===== src/rtl/bnn_pkg.sv =====
// bnn_pkg: shared constants and width helper for the BNN convolution PE.
// Ports: none (package). Provides KMAX_DEF, MODE_AND/MODE_XNOR, pcnt_w().
package bnn_pkg;
    localparam int   KMAX_DEF  = 5;
    localparam logic MODE_AND  = 1'b0;
    localparam logic MODE_XNOR = 1'b1;
    function automatic int pcnt_w(input int n);
        return $clog2(n + 1);
    endfunction
endpackage


===== src/rtl/bnn_conv_pe_if.sv =====
// bnn_conv_pe_if: column input stream and result output stream of the PE.
// Ports: col_valid/col_ready/ifmap_col_in (columns in), mac_valid/mac_ready/mac_out (results out).
// master = the surrounding pipeline, slave = the PE.
interface bnn_conv_pe_if
    import bnn_pkg::*;
#(
    parameter int KMAX  = KMAX_DEF,
    parameter int OC    = 4,
    parameter int ACC_W = pcnt_w(KMAX * KMAX)
) ();
    logic                  col_valid;
    logic                  col_ready;
    logic [KMAX-1:0]       ifmap_col_in;
    logic                  mac_valid;
    logic                  mac_ready;
    logic [OC*ACC_W-1:0]   mac_out;
    modport master (output col_valid, ifmap_col_in, mac_ready, input col_ready, mac_valid, mac_out);
    modport slave  (input col_valid, ifmap_col_in, mac_ready, output col_ready, mac_valid, mac_out);
endinterface


===== src/rtl/bnn_popcount.sv =====
// bnn_popcount: combinational count of set bits in an N-bit vector.
// Ports: v (input vector), cnt (number of ones, 0..N).
module bnn_popcount
    import bnn_pkg::*;
#(
    parameter int N = KMAX_DEF * KMAX_DEF,
    parameter int W = pcnt_w(N)
) (
    input  logic [N-1:0] v,
    output logic [W-1:0] cnt
);
    always_comb begin
        cnt = '0;
        for (int i = 0; i < N; i++) cnt = cnt + W'(v[i]);
    end
endmodule


===== src/rtl/bnn_conv_pe.sv =====
// bnn_conv_pe: sliding-window binary convolution PE, OC parallel XNOR/AND popcounts.
// Ports: clk, rst_n (async active-low); kernel_k (K, clamped to 1..KMAX); mode (1=XNOR, 0=AND);
// load_weight/weight_ch/weight_in (bank write); row_start (clears fill); pe (column/result streams).
module bnn_conv_pe
    import bnn_pkg::*;
#(
    parameter int KMAX  = KMAX_DEF,
    parameter int OC    = 4,
    parameter int ACC_W = pcnt_w(KMAX * KMAX),
    parameter int CH_W  = OC > 1 ? $clog2(OC) : 1
) (
    input  logic                   clk,
    input  logic                   rst_n,
    input  logic [2:0]             kernel_k,
    input  logic                   mode,
    input  logic                   load_weight,
    input  logic [CH_W-1:0]        weight_ch,
    input  logic [KMAX*KMAX-1:0]   weight_in,
    input  logic                   row_start,
    bnn_conv_pe_if.slave           pe
);
    localparam int N  = KMAX * KMAX;
    localparam int FW = $clog2(KMAX + 1);
    localparam int CW = $clog2(KMAX);
    // win[0] is the newest column, win[KMAX-1] the oldest.
    logic [KMAX-1:0][KMAX-1:0] win, nwin, act;
    logic [OC-1:0][N-1:0]      bank, masked;
    logic [OC-1:0][ACC_W-1:0]  cnt;
    logic [FW-1:0]             fill, fill_nx;
    int                        k;
    logic                      acc, fire;
    assign pe.col_ready = !pe.mac_valid || pe.mac_ready;
    // The result is computed from the window as it will be after the incoming
    // column shifts in, so it can be registered on the accepting edge.
    assign nwin = {win[KMAX-2:0], pe.ifmap_col_in};
    always_comb begin
        k       = kernel_k == 3'd0 ? 1 : (int'(kernel_k) > KMAX ? KMAX : int'(kernel_k));
        acc     = pe.col_valid && pe.col_ready;
        fill_nx = row_start ? FW'(1) : (int'(fill) >= k ? FW'(k) : fill + FW'(1));
        fire    = acc && int'(fill_nx) >= k;
    end
    generate
        // Realign so weight column c sees window age k-1-c (newest column -> c=K-1).
        for (genvar c = 0; c < KMAX; c++) begin : g_col
            assign act[c] = c < k ? nwin[CW'(k - 1 - c)] : '0;
        end
        for (genvar n = 0; n < OC; n++) begin : g_ch
            for (genvar r = 0; r < KMAX; r++) begin : g_row
                for (genvar c = 0; c < KMAX; c++) begin : g_bit
                    assign masked[n][r*KMAX+c] = (r < k && c < k) &&
                        (mode == MODE_XNOR ? act[c][r] == bank[n][r*KMAX+c]
                                           : act[c][r] && bank[n][r*KMAX+c]);
                end
            end
            bnn_popcount #(.N(N), .W(ACC_W)) u_pc (.v(masked[n]), .cnt(cnt[n]));
        end
    endgenerate
    always_ff @(posedge clk or negedge rst_n) begin
        if (!rst_n) begin
            win          <= '0;
            bank         <= '0;
            fill         <= '0;
            pe.mac_valid <= 1'b0;
            pe.mac_out   <= '0;
        end else begin
            if (acc) begin
                win  <= nwin;
                fill <= fill_nx;
            end else if (row_start) begin
                fill <= '0;
            end
            if (load_weight && int'(weight_ch) < OC) bank[weight_ch] <= weight_in;
            if (fire) begin
                pe.mac_valid <= 1'b1;
                pe.mac_out   <= cnt;
            end else if (pe.mac_ready) begin
                pe.mac_valid <= 1'b0;
            end
        end
    end
endmodule


===== src/flat_wrapper.sv =====
// flat-port wrapper written by rule: the top's interface ports become plain ports
module bnn_conv_pe_flat import bnn_pkg::*;
#(
    parameter int KMAX  = KMAX_DEF,
    parameter int OC    = 4,
    parameter int ACC_W = pcnt_w(KMAX * KMAX),
    parameter int CH_W  = OC > 1 ? $clog2(OC) : 1
)
  (clk, rst_n, kernel_k, mode, load_weight, weight_ch, weight_in, row_start, pe_col_valid, pe_ifmap_col_in, pe_mac_ready, pe_col_ready, pe_mac_valid, pe_mac_out);
  bnn_conv_pe_if #(.KMAX(KMAX), .OC(OC), .ACC_W(ACC_W)) pe_i ();
  input  logic clk;
  input  logic rst_n;
  input  logic [2:0] kernel_k;
  input  logic mode;
  input  logic load_weight;
  input  logic [CH_W-1:0] weight_ch;
  input  logic [KMAX*KMAX-1:0] weight_in;
  input  logic row_start;
  input wire logic [$bits(pe_i.col_valid)-1:0] pe_col_valid;
  input wire logic [$bits(pe_i.ifmap_col_in)-1:0] pe_ifmap_col_in;
  input wire logic [$bits(pe_i.mac_ready)-1:0] pe_mac_ready;
  output wire logic [$bits(pe_i.col_ready)-1:0] pe_col_ready;
  output wire logic [$bits(pe_i.mac_valid)-1:0] pe_mac_valid;
  output wire logic [$bits(pe_i.mac_out)-1:0] pe_mac_out;
  assign pe_i.col_valid = pe_col_valid;
  assign pe_i.ifmap_col_in = pe_ifmap_col_in;
  assign pe_i.mac_ready = pe_mac_ready;
  assign pe_col_ready = pe_i.col_ready;
  assign pe_mac_valid = pe_i.mac_valid;
  assign pe_mac_out = pe_i.mac_out;
  bnn_conv_pe #(.KMAX(KMAX), .OC(OC), .ACC_W(ACC_W), .CH_W(CH_W)) u_core (.clk(clk), .rst_n(rst_n), .kernel_k(kernel_k), .mode(mode), .load_weight(load_weight), .weight_ch(weight_ch), .weight_in(weight_in), .row_start(row_start), .pe(pe_i));
endmodule

===== config.mk =====
export PLATFORM = sky130hd
export DESIGN_NAME = bnn_conv_pe_flat
export DESIGN_NICKNAME = d
export VERILOG_FILES = /design/src/rtl/bnn_pkg.sv /design/src/rtl/bnn_conv_pe_if.sv /design/src/rtl/bnn_popcount.sv /design/src/rtl/bnn_conv_pe.sv /design/src/flat_wrapper.sv
export SDC_FILE = /design/constraint.sdc
export NUM_CORES = 1
export LEC_CHECK = 0
export CAP_MARGIN = 25
export CORE_MARGIN = 2
export CORE_UTILIZATION = 46
export DETAILED_ROUTE_END_ITERATION = 6
export GPL_ROUTABILITY_DRIVEN = 0
export GPL_TIMING_DRIVEN = 0
export PLACE_DENSITY = 0.6
export SYNTH_ARGS = -nofsm -noshare
export SYNTH_HDL_FRONTEND = slang
export SYNTH_SLANG_ARGS = --single-unit

===== constraint.sdc =====
create_clock -name clk -period 11.65 [get_ports clk]
set_input_delay 2.33 -clock clk [delete_from_list [all_inputs] [get_ports clk]]
set_output_delay 2.33 -clock clk [all_outputs]
set_load 0.005 [all_outputs]

# Word level (Yosys, flattened, before mapping)
# Cells that the tools add are included.
# classes
n_reduce_logical,218
mux,131
add_sub_neg,102
n_eq_ne,100
magnitude_cmp,15
# ops
cell,count
$add A5 B1 Y5,80
$logic_and A1 B1 Y1,213
$mux W1,102
$bwmux W100,1
$eq A1 B1 Y1,100
$bmux W5 S3,5
$mux W5,15
$ge A4 B32 Y1,2
$lt A3 B32 Y1 const A,2
$demux W25 S2,1
$lt A1 B32 Y1 const A,1
$lt A2 B32 Y1 const A,1
$lt A4 B32 Y1 const A,1
$lt A3 B5 Y1 const B,5
$mux W25,1
$add A4 B1 Y5,4
$mux W3,6
$add A3 B1 Y4,4
$add A2 B1 Y3,4
$sub A3 B3 Y3 const B,3
$add A1 B1 Y2,4
$sub A3 B2 Y3 const B,2
$reduce_bool A2 Y1,2
$add A3 B1 Y3 const B,1
6 further kinds,6
# word_totals
input_bits,42
reg_bits,144
word_cells,577
output_inout_bits,22

# Longest topological paths before layout
# logic_depth
depth_word,36
depth_mapped,31
depth_no_buf,29

# Modules after synthesis
# From an unflattened synthesis, not the netlist that was laid out.
# unflattened
cells_unflattened,1114
hier_area_um2,11830.1
# modules_own_cells
module,area_each_um2,instances,cells_per_inst,seq_area_each_um2
bnn_conv_pe,9469.1,1,889,3603.5
bnn_popcount at u_core.g_ch[0].u_pc ...,574.3,3,52,0.0
bnn_popcount at u_core.g_ch[3].u_pc,638.1,1,69,0.0

# Worst setup path before layout
# OpenSTA, ideal clock, no wires.
# synth_path
kind,input to register
start,in kernel_k[1]
end,reg u_core.pe.mac_out[17]
required_ps,11525
slack_ps,2604
setup_time_ps,125
stages,26
t_arrival_ps,8921
n_path_buf,2
cell_sequence,buf_6 > xor2_4 > nand2_8 > inv_4 > buf_12 > ha_1 > inv_1 > ha_1 > inv_1 > a311o_1 > o32ai_1 > ha_1 > a211o_1 > fa_1 > inv_1 > fa_1 > inv_1 > fa_1 > fa_1 > inv_1 > fa_1 > inv_1 > fa_1 > fa_1 > xnor2_1 > mux2_2
# synth_via
elab_chain_cells,36
elab_cells_between_ends,173
cone_classes,29 x add/sub; 8 x order compare; 25 x eq/ne; 49 x mux; 62 x reduce/logical
# synth_rtl
element,line_no,text
from (decl),flat_wrapper.sv:13,input logic [2:0] kernel_k;
$gt A3 B3 Y1,bnn_conv_pe.sv:37,k = kernel_k == 3'd0 ? 1 : (int'(kernel_k) > KMAX ? KMAX : int'(kernel_k));
$mux W3,bnn_conv_pe.sv:37,
$mux W3 (*),bnn_conv_pe.sv:37,
$sub A3 B2 Y3 (2 in series),bnn_conv_pe.sv:45,assign act[c] = c < k ? nwin[CW'(k - 1 - c)] : '0;
$bmux W5 S3,bnn_conv_pe.sv:45,
$mux W5 (implied by the code) (2 in series),bnn_conv_pe.sv:45,
$mux W5,bnn_conv_pe.sv:45,
$eq A1 B1 Y1 / $logic_and A1 B1 Y1 (equally long branches),"bnn_conv_pe.sv:51, bnn_conv_pe.sv:52",
$mux W1,bnn_conv_pe.sv:51,(mode == MODE_XNOR ? act[c][r] == bank[n][r*KMAX+c]
$logic_and A1 B1 Y1,bnn_conv_pe.sv:50,assign masked[n][r*KMAX+c] = (r < k && c < k) &&
$add A1 B1 Y2,bnn_popcount.sv:14,for (int i = 0; i < N; i++) cnt = cnt + W'(v[i]);
$add A2 B1 Y3,bnn_popcount.sv:14,
$add A3 B1 Y4,bnn_popcount.sv:14,
$add A4 B1 Y5,bnn_popcount.sv:14,
$add A5 B1 Y5 (20 in series),bnn_popcount.sv:14,
to (signal assigned),bnn_conv_pe.sv:75,pe.mac_out <= cnt;
to (decl),bnn_conv_pe_if.sv:18,"modport slave (input col_valid, ifmap_col_in, mac_ready, output col_ready, mac_valid, mac_out);"
# Every way passes the cells marked *; elsewhere a longest branch is shown, timed or not. The select of a mux whose other input is x is not followed.
# A chain may end at the register's enable or synchronous reset.

# Worst setup path after layout
# layout_path
start,in kernel_k[2]
end,reg u_core.pe.mac_out[17]
# Same word-level chain as after synthesis.

==> flow_metrics.py <==
metrics = {
    "worst_setup_path": {
        "critical_path_required_ps": 11960,
        "critical_path.max_fanout": 14,
        "kind_of_critical_path": "primary input to flip-flop",
        "endpoint_kind": "flip-flop",
        "start_point_of_the_critical_path": "kernel_k[2]",
        "worst_setup_start_kind": "primary input",
        "timing.critical_path.arrival_ps": 10940,
        "reg2reg_from": "u_core.nwin[15]",
        "r2r_setup_slack_ps": 5260,
    },
    "grt": {
        "groute.usage.overall_pct": 24.8,
        "number_of_global_route_vias_before_repair": 8231,
        "grt.met3_usage_pct": 3.43,
        "antenna_found_initial": 0,
        "grt_use_met1_pct": 35.1,
        "first_pass_grt_wire_length_um": 48900,
        "pin_count_of_the_biggest_net_entering_global_routing": 80,
        "global_route.overflow_total": 0,
        "grt-busiest-layer": "met2",
        "global_route_met2_utilization_pct": 40.2,
    },
    "finish": {
        "area.growth.synth_to_final_pct": 13.8,
        "final_layout_size_suffix_gt1_share_pct": 16.1,
        "final_cells": 1506,
        "layout.cells.most_common": "sky130_fd_sc_hd__inv_1",
        "finish.utilization_pct": 53.0,
        "multi_input_area_um2": 7270,
        "num_antenna_cells": 0,
        "fin_nets": 1411,
        "fillerInstances": 2310,
        "area.sequential_um2": 3600,
        "finish.instance_area_um2": 13300,
        "layout_common_cells": "sky130_fd_sc_hd__inv_1 (158), sky130_fd_sc_hd__dfrtp_1 (144), sky130_fd_sc_hd__ha_1 (134)",
    },
    "sta": {
        "worst_slew_margin_rel_pct": 24.0,
        "final_min_period_over_clock_period_pct": 91.3,
        "maxSlewViolCount": 0,
        "whs_ps": 508,
        "hold_viol": 0,
        "grt_setup_unrepaired": "false",
        "worst_slack_ps": 1020,
        "post-route-min-period_ps": 10630,
        "max_clock_freq_mhz": 94.1,
        "worst_clock_skew_ps": 16.8,
        "setup_viol_count_final": 0,
        "finalSetupTns_ps": 0,
        "worst_pin_slew_ps": 1140,
    },
    "clock_tree": {
        "cts_buf_count": 17,
        "clkLatencyLatePin_ps": 440,
        "cts_hold_buf": 0,
        "max-clock-path-buffers": 2,
        "ctsHtreeMaxLevel": 4,
        "cts.sink_count": 144,
        "post-cts-setup-buffers": 0,
        "clock_tree.root_cell": "sky130_fd_sc_hd__clkbuf_16",
        "cts.clk_slew.worst_paths_ps": 60,
        "cts_tree": "done",
        "postCtsResizedCells": 0,
    },
    "floorplanning": {
        "fp.dieArea_um2": 26700,
        "initial_utilization_pct": 46.6,
        "die_y_um": 163,
        "core_area_um2": 25100,
        "die_width_um": 163,
        "io_pins": 64,
        "placementRows": 58,
    },
    "routing": {
        "avgRoutedWirePerCell_um": 21.1,
        "vias": 8287,
        "detail_route.wirelength_um": 31800,
        "drc_errors": 0,
        "number_of_drc_markers_in_iteration_0": 578,
        "dr.pass1.iters": 6,
        "drt-vias-per-instance": 5.50,
        "antenna_left": 0,
    },
    "synth": {
        "synth-compound-area-share_pct": 7.79,
        "postSynthCellCount": 1083,
        "muxShareOfSynthArea_pct": 19.6,
        "postSynth.topFlopCell": "sky130_fd_sc_hd__dfrtp_1",
        "synth-xor-area-share_pct": 0.909,
        "mappedNetlistNets": 1331,
        "syn_area_um2": 11700,
        "ys.warnings.count": 0,
        "synth_edf_count": 0,
        "synth.distinct_cells": 50,
        "ys_async_sr_fraction_pct": 100,
        "main_combinational_cell_family_by_area_after_synthesis": "adder cells",
        "synth_seq_cells": 144,
        "synth.yosys.seq_area_share_pct": 30.8,
        "yosys.area_share.simple_pct": 7.21,
        "synth.avg_cell_area_um2": 10.8,
        "synth-adder-area-share_pct": 26.7,
    },
    "worst_hold_path": {
        "worstHoldStart": "u_core.pe.mac_out[9]",
        "hp-class": "flip-flop to flip-flop",
    },
    "flow_run": {
        "cap_violations": 0,
    },
    "power": {
        "power_density_nw_per_um2": 233,
        "maximum_vdd_ir_drop_mv": 0.166,
        "leakagePower_nw": 6.37,
        "report.power.total_mw": 3.10,
    },
    "place": {
        "buffer_ports.inserted": 60,
        "placement.cell_area_um2": 12700,
        "post-place-cells": 1474,
        "dpl.hpwl_um": 24700,
        "place_ws_ps": 651,
    },
    "outcome": {
        "outcome": "finished clean",
    },
}
==> synthesized netlist by cell type, drive strengths merged (6+ instances only) <==
cell type | instances | share of area (%)
clkbuf | 26 | 0.83
dfrtp | 144 | 31
nor2 | 48 | 1.5
nor2b | 12 | 0.64
inv | 159 | 5.1
nand2 | 87 | 2.9
buf | 24 | 1.1
ha | 134 | 14
mux2 | 133 | 13
mux2i | 68 | 5.8
a211o | 9 | 0.67
o21ai | 15 | 0.64
a21oi | 12 | 0.51
o32ai | 6 | 0.45
o211ai | 22 | 1.4
nand2b | 14 | 0.75
a2bb2oi | 13 | 0.97
a211oi | 19 | 1.2
a221oi | 9 | 0.67
fa | 72 | 12
==> cell families (layout without fill, tap and decap cells) <==
family,count (synthesis),after routing
muxes,206,206
adders and majority gates,206,206
and+or+nand+nor,185,185
DFF,144,144
AOI/OAI and AO/OA,123,123
buffers and inverters,209,302
xor gates and xnor gates,10,10
==> per-layer routing <==
| layer | vias up | part of all wire, % | wire (um) |
|---|---|---|---|
| li1 | 3870 | - | - |
| met1 | 4178 | 47 | 14900 |
| met2 | 206 | 47 | 15000 |
| met3 | 33 | 4.4 | 1410 |
| met4 | 0 | 1.7 | 543 |
| met5 | - | 0 | 0 |
==> flip-flops by register name, summed over array words and instances (netlist names) <==
name,flops
u_core.bank,100
u_core.fill,3
u_core.nwin,20
u_core.pe.mac_out,20
u_core.pe.mac_valid,1
==> critical path, stage by stage <==
cell and delay, ps:
sky130_fd_sc_hd__clkdlybuf4s50_1 560, sky130_fd_sc_hd__buf_2 260, sky130_fd_sc_hd__inv_1 110, sky130_fd_sc_hd__clkbuf_1 300
sky130_fd_sc_hd__buf_1 500, sky130_fd_sc_hd__ha_1 390, sky130_fd_sc_hd__clkbuf_1 300, sky130_fd_sc_hd__a211oi_1 740
sky130_fd_sc_hd__nand2_1 110, sky130_fd_sc_hd__a2bb2oi_1 560, sky130_fd_sc_hd__ha_1 360, sky130_fd_sc_hd__mux2i_1 160
sky130_fd_sc_hd__nand2_1 100, sky130_fd_sc_hd__fa_1 520, sky130_fd_sc_hd__fa_1 560, sky130_fd_sc_hd__inv_1 70
sky130_fd_sc_hd__fa_1 510, sky130_fd_sc_hd__inv_1 60, sky130_fd_sc_hd__fa_1 470, sky130_fd_sc_hd__inv_1 60
sky130_fd_sc_hd__fa_1 530, sky130_fd_sc_hd__inv_1 60, sky130_fd_sc_hd__fa_1 460, sky130_fd_sc_hd__fa_1 420
sky130_fd_sc_hd__xnor2_1 150, sky130_fd_sc_hd__mux2_2 260
==> layout make-up <==
class / count / area share [%]
well taps: 330 / 3.10
clock inverters: 13 / 1.04
repair buffers: 61 / 4.73
multi-input cells: 730 / 54.6
inverters: 159 / 4.50
plain buffers: 50 / 1.70
flip-flops and latches: 144 / 27.1
clock buffers: 19 / 3.25
==> final timing paths <==
path                                         end  cells past startpoint
min in group asynchronous  u_core.pe.mac_out[12]                      1
max                        u_core.pe.mac_out[17]                     26
max in group asynchronous        u_core.bank[62]                      2
min reg2reg                 u_core.pe.mac_out[9]                      1
min                         u_core.pe.mac_out[9]                      1
max reg2reg                u_core.pe.mac_out[17]                     17
==> power breakdown <==
part	switching [mW]	total [mW]	leakage [nW]	internal, mW
Sequential	0.108	0.738	1.72	0.630
Combinational	0.978	1.81	4.39	0.836
Clock	0.233	0.548	0.265	0.315
No activity file was read; power rests on OpenSTA's default activity.
